$ cat src/rtl/mmu_result_collector.sv
// Result collector below the 2-column systolic MMU: removes the one-cycle
// column skew, stores a ROWS x 2 matrix and serves registered row reads.
module mmu_result_collector #(
   parameter int DATA_W = 8,
   parameter int ROWS   = 2,
   parameter int LAT0   = 2,
   parameter int RW     = (ROWS > 1) ? $clog2(ROWS) : 1
) (
   input  logic                clk,
   input  logic                reset,
   input  logic                start,
   input  logic [DATA_W-1:0]   acc_in0,
   input  logic [DATA_W-1:0]   acc_in1,
   input  logic                rd_en,
   input  logic [RW-1:0]       rd_row,
   output logic                busy,
   output logic                done,
   output logic                rd_valid,
   output logic [2*DATA_W-1:0] rd_data
);

   localparam int LAST = LAT0 + ROWS;
   localparam int CW   = $clog2(LAST + 1);

   typedef enum logic [1:0] {IDLE, CAPTURE, DONE} state_t;

   state_t            state;
   state_t            state_nxt;
   logic [CW-1:0]     cnt;
   logic [DATA_W-1:0] col0 [ROWS];
   logic [DATA_W-1:0] col1 [ROWS];

   logic          clear;
   logic          last;
   logic          wr0;
   logic          wr1;
   logic [RW-1:0] wr0_row;
   logic [RW-1:0] wr1_row;
   logic          rd_ok;
   logic [RW-1:0] rd_idx;

   // A start outside CAPTURE (re)launches a job; inside CAPTURE it is ignored.
   assign clear  = start && (state != CAPTURE);
   assign last   = (int'(cnt) == LAST);
   assign rd_ok  = (int'(rd_row) < ROWS);
   assign rd_idx = rd_ok ? rd_row : '0;

   // NOTE: every output of a combinational block gets a default first, otherwise a latch is inferred.
   always_comb begin
      wr0     = 1'b0;
      wr1     = 1'b0;
      wr0_row = '0;
      wr1_row = '0;
      if (state == CAPTURE) begin
         if (int'(cnt) >= LAT0 && int'(cnt) < LAST) begin
            wr0     = 1'b1;
            wr0_row = RW'(int'(cnt) - LAT0);
         end
         // Column 1 trails column 0 by one cycle.
         if (int'(cnt) >= LAT0 + 1 && int'(cnt) <= LAST) begin
            wr1     = 1'b1;
            wr1_row = RW'(int'(cnt) - LAT0 - 1);
         end
      end
   end

   // NOTE: sequential state uses non-blocking assignments so all registers update from pre-edge values.
   always_ff @(posedge clk or negedge reset) begin
      if (!reset) begin
         state <= IDLE;
      end else begin
         state <= state_nxt;
      end
   end

   always_comb begin
      state_nxt = state;
      unique case (state)
         IDLE:    if (start) state_nxt = CAPTURE;
         CAPTURE: if (last)  state_nxt = DONE;
         DONE:    if (start) state_nxt = CAPTURE;
         default: state_nxt = IDLE;
      endcase
   end

   always_comb begin
      busy = (state == CAPTURE);
      done = (state == DONE);
   end

   // NOTE: the matrix is reset because a discarded job must never leak stale results.
   always_ff @(posedge clk or negedge reset) begin
      if (!reset) begin
         cnt      <= '0;
         rd_valid <= 1'b0;
         rd_data  <= '0;
         for (int i = 0; i < ROWS; i++) begin
            col0[i] <= '0;
            col1[i] <= '0;
         end
      end else begin
         rd_valid <= 1'b0;
         // A read in the same cycle as a restart still sees the old matrix.
         if (state == DONE && rd_en) begin
            rd_valid <= 1'b1;
            rd_data  <= rd_ok ? {col1[rd_idx], col0[rd_idx]} : '0;
         end
         if (clear) begin
            cnt <= '0;
            for (int i = 0; i < ROWS; i++) begin
               col0[i] <= '0;
               col1[i] <= '0;
            end
         end else if (state == CAPTURE) begin
            if (wr0) col0[wr0_row] <= acc_in0;
            if (wr1) col1[wr1_row] <= acc_in1;
            if (!last) cnt <= cnt + 1'b1;
         end
      end
   end

endmodule

$ cat config.mk
export PLATFORM = sky130hd
export DESIGN_NAME = mmu_result_collector
export DESIGN_NICKNAME = d
export VERILOG_FILES = /design/src/rtl/mmu_result_collector.sv
export SDC_FILE = /design/constraint.sdc
export NUM_CORES = 1
export LEC_CHECK = 0
export ABC_AREA = 0
export CAP_MARGIN = 10
export CELL_PAD_IN_SITES_DETAIL_PLACEMENT = 1
export CELL_PAD_IN_SITES_GLOBAL_PLACEMENT = 1
export CORE_MARGIN = 2
export CORE_UTILIZATION = 46
export DETAILED_ROUTE_END_ITERATION = 6
export PLACE_DENSITY = 0.88
export RECOVER_POWER = 50
export SYNTH_ARGS = -nofsm -noshare
export SYNTH_HDL_FRONTEND = slang
export SYNTH_SLANG_ARGS = --single-unit
$ cat constraint.sdc
create_clock -name clk -period 3.9 [get_ports clk]
set_clock_uncertainty 0.2 [all_clocks]
set_input_delay 0.78 -clock clk [delete_from_list [all_inputs] [get_ports clk]]
set_output_delay 0.78 -clock clk [all_outputs]
set_load 0.005 [all_outputs]
Yosys cells after proc, flatten, opt, wreduce, memory -nomap -nowiden
Index checks and enable logic that the tools add are counted.
{ "word_totals": {"regBits": 54, "latch_bits": 0, "mem_bits_rw": 0, "mem_bits_ro": 0, "inputBits": 21, "output_inout_bits": 19, "elab_cells": 78, "memories": 0} }
{ "classes": {"addsub": 3, "multipliers": 0, "div_mod_pow": 0, "n_lt_le_gt_ge": 9, "n_eq_ne": 7, "n_shift": 0, "n_mux": 33, "bitwise": 3, "reduce_logical": 15} }
{ "op_table": {"columns": ["operator", "count"], "rows": [
  ["$mux W16", 6],
  ["$mux W8", 8],
  ["$bwmux W16", 2],
  ["$demux W8 S1", 2],
  ["$mux W1", 9],
  ["$mux W3", 3],
  ["$reduce_and A2 Y1", 4],
  ["$ge A2 B2 Y1 const B", 3],
  ["$ge A3 B2 Y1 const B", 2],
  ["$logic_and A1 B1 Y1", 6],
  ["$ne A2 B1 Y1 const B", 3],
  ["$not A1 Y2", 3],
  ["$reduce_bool A2 Y1", 3],
  ["$lt A2 B1 Y1 const B", 2],
  ["$mux W2", 2],
  ["$pmux W2 S2", 1],
  ["$add A3 B1 Y3 const B", 1],
  ["$eq A3 B3 Y1 const B", 1],
  ["$le A3 B3 Y1 const B", 1],
  ["$lt A3 B3 Y1 const B", 1],
  ["$eq A2 B1 Y1 const B", 1],
  ["$eq A2 B2 Y1 const B", 1],
  ["$logic_not A2 Y1", 1],
  ["$ne A2 B2 Y1 const B", 1],
  ["other kinds (2)", 3]
]} }

Depth between registers and ports, before layout
Gate-level depths: netlist of the first run.
{ "logic_depth": {"ltp_word": 13, "depth_mapped": 5, "mapped_depth_nobuf": 5} }

Least setup slack after synthesis of the first run
OpenSTA, ideal clock, no wires.
{ "synth_path": {"path_kind": "input to register", "start": "in rd_row", "end": "reg rd_data[11]", "setup_time_ns": 0.136, "arrival_time_ns": 1.663, "required_time_ns": 3.564, "slack_ns": 1.901, "cell_stages": 4, "n_path_buf": 2, "cell_sequence": "clkbuf_1 buf_2 mux2i_1 o21ai_0"} }
{ "synth_via": {"elab_chain_cells": 4} }
{ "synth_rtl": {"columns": ["item", "line_no", "source"], "rows": [
  ["start, declared", "15", "input logic [RW-1:0] rd_row,"],
  ["$not A1 Y2 (implied by the code)", "106", "rd_data <= rd_ok ? {col1[rd_idx], col0[rd_idx]} : '0;"],
  ["$mux W8 (implied by the code) (3 in a row)", "106", null],
  ["end signal, assigned", "106", null],
  ["end, declared", "19", "output logic [2*DATA_W-1:0] rd_data"]
]} }
Every way passes these cells. The select of a mux whose other input is x is not followed.
A chain may end at the register's enable or synchronous reset.

Worst setup path in the final report of the first run
{ "layout_path": {"start": "reg state[1]", "end": "out busy"} }
{ "layout_via": {"elab_chain_cells": 1} }
{ "layout_rtl": {"columns": ["item", "line_no", "source"], "rows": [
  ["start, declared", "27", "state_t state;"],
  ["start signal, assigned", "72", "state <= state_nxt;"],
  ["$eq A2 B1 Y1", "87", "busy = (state == CAPTURE);"],
  ["end, declared", "16", "output logic busy,"]
]} }
Every way passes these cells.

==> results of run 1 <==
-- flip-flops by register name (all words and copies together) (netlist names) --
register / flops
col0: 16
rd_valid: 1
cnt: 3
state: 2
rd_data: 16
col1: 16
-- layer usage --
layer | up-vias | track usage [%]
met2 | 31 | 35.0
met1 | 874 | 25.3
met3 | 9 | 3.91
met4 | 0 | 5.96
li1 | 811 | -
met5 | - | 0
-- worst max-delay path by stage --
stage / from / end / cells after the start
floorplan: rd_row / rd_data[11]$_DFFE_PN0P_ / 4
global placement: start / cnt[2]$_DFFE_PN0P_ / 4
detailed placement: start / col1[13]$_DFFE_PN0P_ / 3
CTS: state[1]$_DFFE_PN0P_ / busy / 4
global route: state[1]$_DFFE_PN0P_ / busy / 4
finish: state[1]$_DFFE_PN0P_ / busy / 4
-- cell usage in the layout, fill, tap and decap left out --
cell type / synthesis / routed
ha_1: 2 / 2
inv_1: 6 / 6
dfrtp_1: 54 / 54
a21o_1: 1 / 1
a22o_1: 1 / 1
clkdlybuf4s50_1: 0 / 29
nand3b_1: 2 / 2
clkbuf_1: 10 / 1
o21ai_0: 20 / 20
nor4_4: 1 / 1
inv_2: 1 / 1
mux2_2: 28 / 28
o21ai_2: 1 / 1
mux2i_1: 18 / 18
dlygate4sd3_1: 0 / 9
clkbuf_8: 0 / 6
a21boi_0: 30 / 30
nand4_2: 1 / 1
a21oi_1: 1 / 1
buf_4: 0 / 4
nor3_1: 1 / 1
nand2b_1: 1 / 1
o2bb2ai_1: 1 / 1
nor2_1: 3 / 3
nand2_1: 16 / 16
mux2_1: 3 / 3
nand3_1: 1 / 1
a32oi_1: 1 / 1
nor3b_2: 1 / 1
nor2b_1: 3 / 3
-- logic make-up after synthesis --
kind of cell             Yosys count
AO/OA/AOI/OAI                     56
AND/OR/NAND/NOR                   30
multiplexers                      49
flip-flops                        54
buffers and inverters             19
adder cells (fa/ha/maj)            2
-- area by class of cell --
class / count / area, um^2 / area share (%)
Sequential cell: 54 / 1350 / 44.2
Multi-Input combinational cell: 137 / 1090 / 35.8
Timing Repair Buffer: 43 / 414 / 13.5
Tap cell: 70 / 87.6 / 2.87
Clock buffer: 6 / 82.6 / 2.70
Inverter: 7 / 26.3 / 0.860
-- metrics by stage --
stage	total power (uW)	hold WS [ns]	setup slack (ns)	utilization, %	instance area [um^2]
after global routing	2290	0.311	1.01	58.7	3060
after global placement	1770	0.260	1.06	57.2	2980
after CTS	2160	0.287	1.08	58.8	3060
after floorplan	1460	0.273	1.90	-	2520
after detailed placement	1840	0.271	0.948	57.2	2980
final	2120	0.281	1.08	58.7	3060
-- report_power, final --
group | switching (uW) | total, uW | internal, uW
Combinational | 409 | 875 | 466
Sequential | 144 | 938 | 794
Clock | 171 | 309 | 137
Total | 724 | 2120 | 1400
-- critical path: stages (launching register included) --
cell and delay [ns]:
dfrtp_1 0.44, nand2b_1 0.16, buf_4 0.25, inv_2 0.15
clkdlybuf4s50_1 0.53
==> results.yml, run 1 <==
detailed_routing:
  drtIter0Drc: 51
  vias: 1725
  routed_wl_mm: 5.57
  wl_per_cell_um: 17.6
  routed.top_layer: "met4"
  avgViaCountPerCell: 5.44
  drc: 0
  drt-met1-wl_mm: 2.55
  drtAntennaViolNets: 0
  route.met2.wl_mm: 2.79
  dr.pass1.iters: 4
  wl_met3_um: 172
floorplanning:
  ios: 40
  dieArea_um2: 6090
  die_height_um: 78.0
  core_um2: 5200
  fp-row-count: 26
  die_w_um: 78.0
  start_util_pct: 48.4
clock_network:
  htreeDepth: 2
  cts.sinks: 54
  cts_resized: 0
  cts_tree: "yes"
  clock_latency_ns: 0.31
  cts_setup_buffers: 0
  cts_buffers: 5
  cts-root-buf: "clkbuf_8"
  path_clk_slew_ns: 0.09
  cts.path.max_buffers: 2
  ctsHoldBuffers: 0
worst_setup_path:
  cp-end-kind: "output pin"
  startpoint_type: "flip-flop"
  worstReg2RegEnd: "col1[14]$_DFFE_PN0P_"
  crit_fanout: 35
  worstReg2RegStart: "state[1]$_DFFE_PN0P_"
  rrSetupSlack_ns: 1.70
  reg2reg_depth: 4
  cp_data_required_time_ns: 2.92
  crit_type: "flip-flop to output pin"
  critical_path_arrival_ns: 1.84
synthesis:
  synth_area_um2: 2520
  yosysTopAreaCellShare_pct: 53.6
  synth_area_leaders: "dfrtp_1, mux2_2, a21boi_0"
  synth_top_family_by_area: "multiplexers"
  yosysTopAreaCell: "dfrtp_1"
  yosysMostFrequentCell: "dfrtp_1"
  synth_edf_count: 0
  synth_fp_nets: 233
  synth-main-ff-cell: "dfrtp_1"
  synthDistinctLibCells: 27
  ys_warn_count: 0
  synth_area_per_cell_um2: 12.0
  ys_ff_latch: 54
  synthArstFlopShare_pct: 100
  synth_compound_area_share_pct: 14.8
  ys_seq_area_share_pct: 53.6
  synth.mux.area_fraction_pct: 21.0
  synth-xor-area-share_pct: 0
  synth_fa_ha_area_share_pct: 0.993
  synth-simple-area-share_pct: 6.65
  synth_cells: 210
  synth_common_cells: "dfrtp_1, a21boi_0, mux2_2"
global_routing:
  antenna_found_initial: 0
  grt_pass1_vias: 1937
  grt_overflow_total: 0
  grt.total_usage_pct: 20.1
  grt_pass1_wl_mm: 9.54
  grt_max_degree: 36
sta:
  rsz0062_at_grt: "no"
  hold_viol_final: 0
  tightest_slew_ns: 1.50
  max_freq_mhz: 355
  post-route-period-util_pct: 72.2
  relSlewSlack_pct: -0.240
  setup_viol: 0
  final-max-slew-violation-count: 26
  period_minus_slack_ns: 2.82
  tns_ns: 0
worst_hold_path:
  holdPathStages: 2
  hold_class: "flip-flop to flip-flop"
  min-delay-start: "rd_data[14]$_DFFE_PN0P_"
  min_to: "rd_data[14]$_DFFE_PN0P_"
status:
  violations: "capacitance limit, slew limit"
  status: "finished with violations"
finish:
  fin_cells: 317
  drive_above_1_share_pct: 17.4
  insertedDiodeCount: 0
  fill_cells: 544
  nets: 271
  area_delta_synth_final_pct: 21.3
power_and_ir_drop:
  power_per_cell_area_nw_per_um2: 694
  leakage_uw: 0.00143
  ir_worst_vdd_uv: 597
placed_design:
  place_congestion: 0.761
  hpwl_mm: 3.72
  dp.cells: 311
  io_buffer_count: 39
flow_run:
  drv_cap: 1
No activity file was read; power rests on OpenSTA's default activity.
==> run 2: changes to the inputs <==
- CORE_UTILIZATION: 46 -> 42
- PLACE_DENSITY: 0.88 -> 0.81
- clock period: 3.9 -> 2.6 ns (I/O delays scaled with it)
==> results.yml, run 2 (synthesis results as in run 1) <==
status:
  status: "complete, no violations"
detailed_routing:
  avgViaCountPerCell: 5.20
  wl_per_cell_um: 16.4
  drtAntennaViolNets: 0
  drtIter0Drc: 75
  routed_wl_mm: 5.36
  dr.pass1.iters: 4
  drc: 0
  vias: 1699
worst_setup_path:
  cp-end-kind: "flip-flop"
  crit_fanout: 16
  cp_data_required_time_ns: 2.54
  startpoint_type: "primary input"
  crit_type: "primary input to flip-flop"
  critical_path_arrival_ns: 2.37
clock_network:
  cts.sinks: 54
  cts_resized: 0
  cts_setup_buffers: 0
  path_clk_slew_ns: 0.09
  htreeDepth: 2
  cts_buffers: 5
  cts.path.max_buffers: 2
  ctsHoldBuffers: 1
  clock_latency_ns: 0.30
  cts_tree: "yes"
  cts-root-buf: "clkbuf_8"
sta:
  final-max-slew-violation-count: 0
  hold_viol_final: 0
  post-route-period-util_pct: 93.4
  rsz0062_at_grt: "no"
  tightest_slew_ns: 1.27
  relSlewSlack_pct: 15.5
  period_minus_slack_ns: 2.43
  max_freq_mhz: 412
  tns_ns: 0
  setup_viol: 0
finish:
  drive_above_1_share_pct: 17.9
  fin_cells: 327
  nets: 276
  reg_top3: "col0 x16, col1 x16, rd_data x16"
  area_delta_synth_final_pct: 22.7
  final_common_cell: "dfrtp_1"
  final_cell_mix: "dfrtp_1, clkdlybuf4s50_1, a21boi_0, mux2_2, o21ai_0"
  stdcell_area_um2: 3090
  insertedDiodeCount: 0
  final_core_util_pct: 52.9
global_routing:
  grt_pass1_wl_mm: 8.66
  grt_overflow_total: 0
  grt_pass1_vias: 1727
  antenna_found_initial: 0
  grt_max_degree: 35
  grt.total_usage_pct: 17.2
floorplanning:
  start_util_pct: 43.1
  die_height_um: 81.5
  core_um2: 5850
  dieArea_um2: 6640
  ios: 40
  die_w_um: 81.5
  fp-row-count: 28
worst_hold_path:
  hold_class: "flip-flop to flip-flop"
placed_design:
  dp.cells: 320
  hpwl_mm: 3.74
  dpl_cell_area_um2: 3010
  place_congestion: 0.732
  io_buffer_count: 39
power_and_ir_drop:
  leakage_uw: 0.00142
  ir_worst_vdd_uv: 710
  power.total_uw: 3180
  power_per_cell_area_nw_per_um2: 1030
flow_run:
  drv_cap: 0
-- run 2: changes by cell type in the layout (fill, tap and decap cells not counted), sizes merged --
cell and delta:
clkdlybuf4s50 +7, buf +1, clkbuf +3, dlygate4sd3 -6
-- run 2: final timing paths --
| check | startpoint | endpoint | slack (ns) | cells after the start |
|---|---|---|---|---|
| worst max-delay path | rd_row | rd_data[6]$_DFFE_PN0P_ | 0.17 | 4 |
| worst min-delay path | rd_data[0]$_DFFE_PN0P_ | rd_data[0]$_DFFE_PN0P_ | 0.29 | 2 |
| worst max register to register | cnt[0]$_DFFE_PN0P_ | col1[7]$_DFFE_PN0P_ | 0.47 | 5 |
| worst min register to register | rd_data[0]$_DFFE_PN0P_ | rd_data[0]$_DFFE_PN0P_ | 0.29 | 2 |
| max in group asynchronous | reset | col0[4]$_DFFE_PN0P_ | 0.46 | 3 |
| min in group asynchronous | reset | rd_data[9]$_DFFE_PN0P_ | 0.82 | 2 |
-- run 2: cell type report --
cell class,instances,area (um^2)
sequential,54,1350
fill,622,2760
timing repair buffer,48,444
clock buffer,6,82.6
multi-input combinational,137,1090
tap,75,93.8
inverter,7,26.3
-- run 2: through the flow --
stage	hold WS, ns	worst slack (ns)
floorplan	0.0244	0.652
global placement	0.261	0.526
detailed placement	0.271	0.479
CTS	0.291	0.280
global route	0.311	0.104
finish	0.285	0.171
-- run 2: report_power, final --
group / switching (uW) / leakage (uW) / total (uW) / internal (uW)
Combinational: 587 / 0.000656 / 1310 / 727
Sequential: 214 / 0.000725 / 1410 / 1190
Clock: 254 / 0.0000431 / 461 / 206
Total: 1060 / 0.00142 / 3180 / 2120
-- run 2: per-layer routing --
metal | vias to the layer above | track usage [%] | routed length (um)
met2 | 21 | 28.4 | 2780
li1 | 823 | - | -
met5 | - | 0 | 0
met3 | 4 | 3.30 | 96
met4 | 0 | 3.56 | 40
met1 | 851 | 23.7 | 2440
-- run 2: worst max-delay path: stages --
cell	delay, ns
dlygate4sd3_1	0.52
clkbuf_1	0.92
mux2i_1	0.30
o21ai_0	0.11
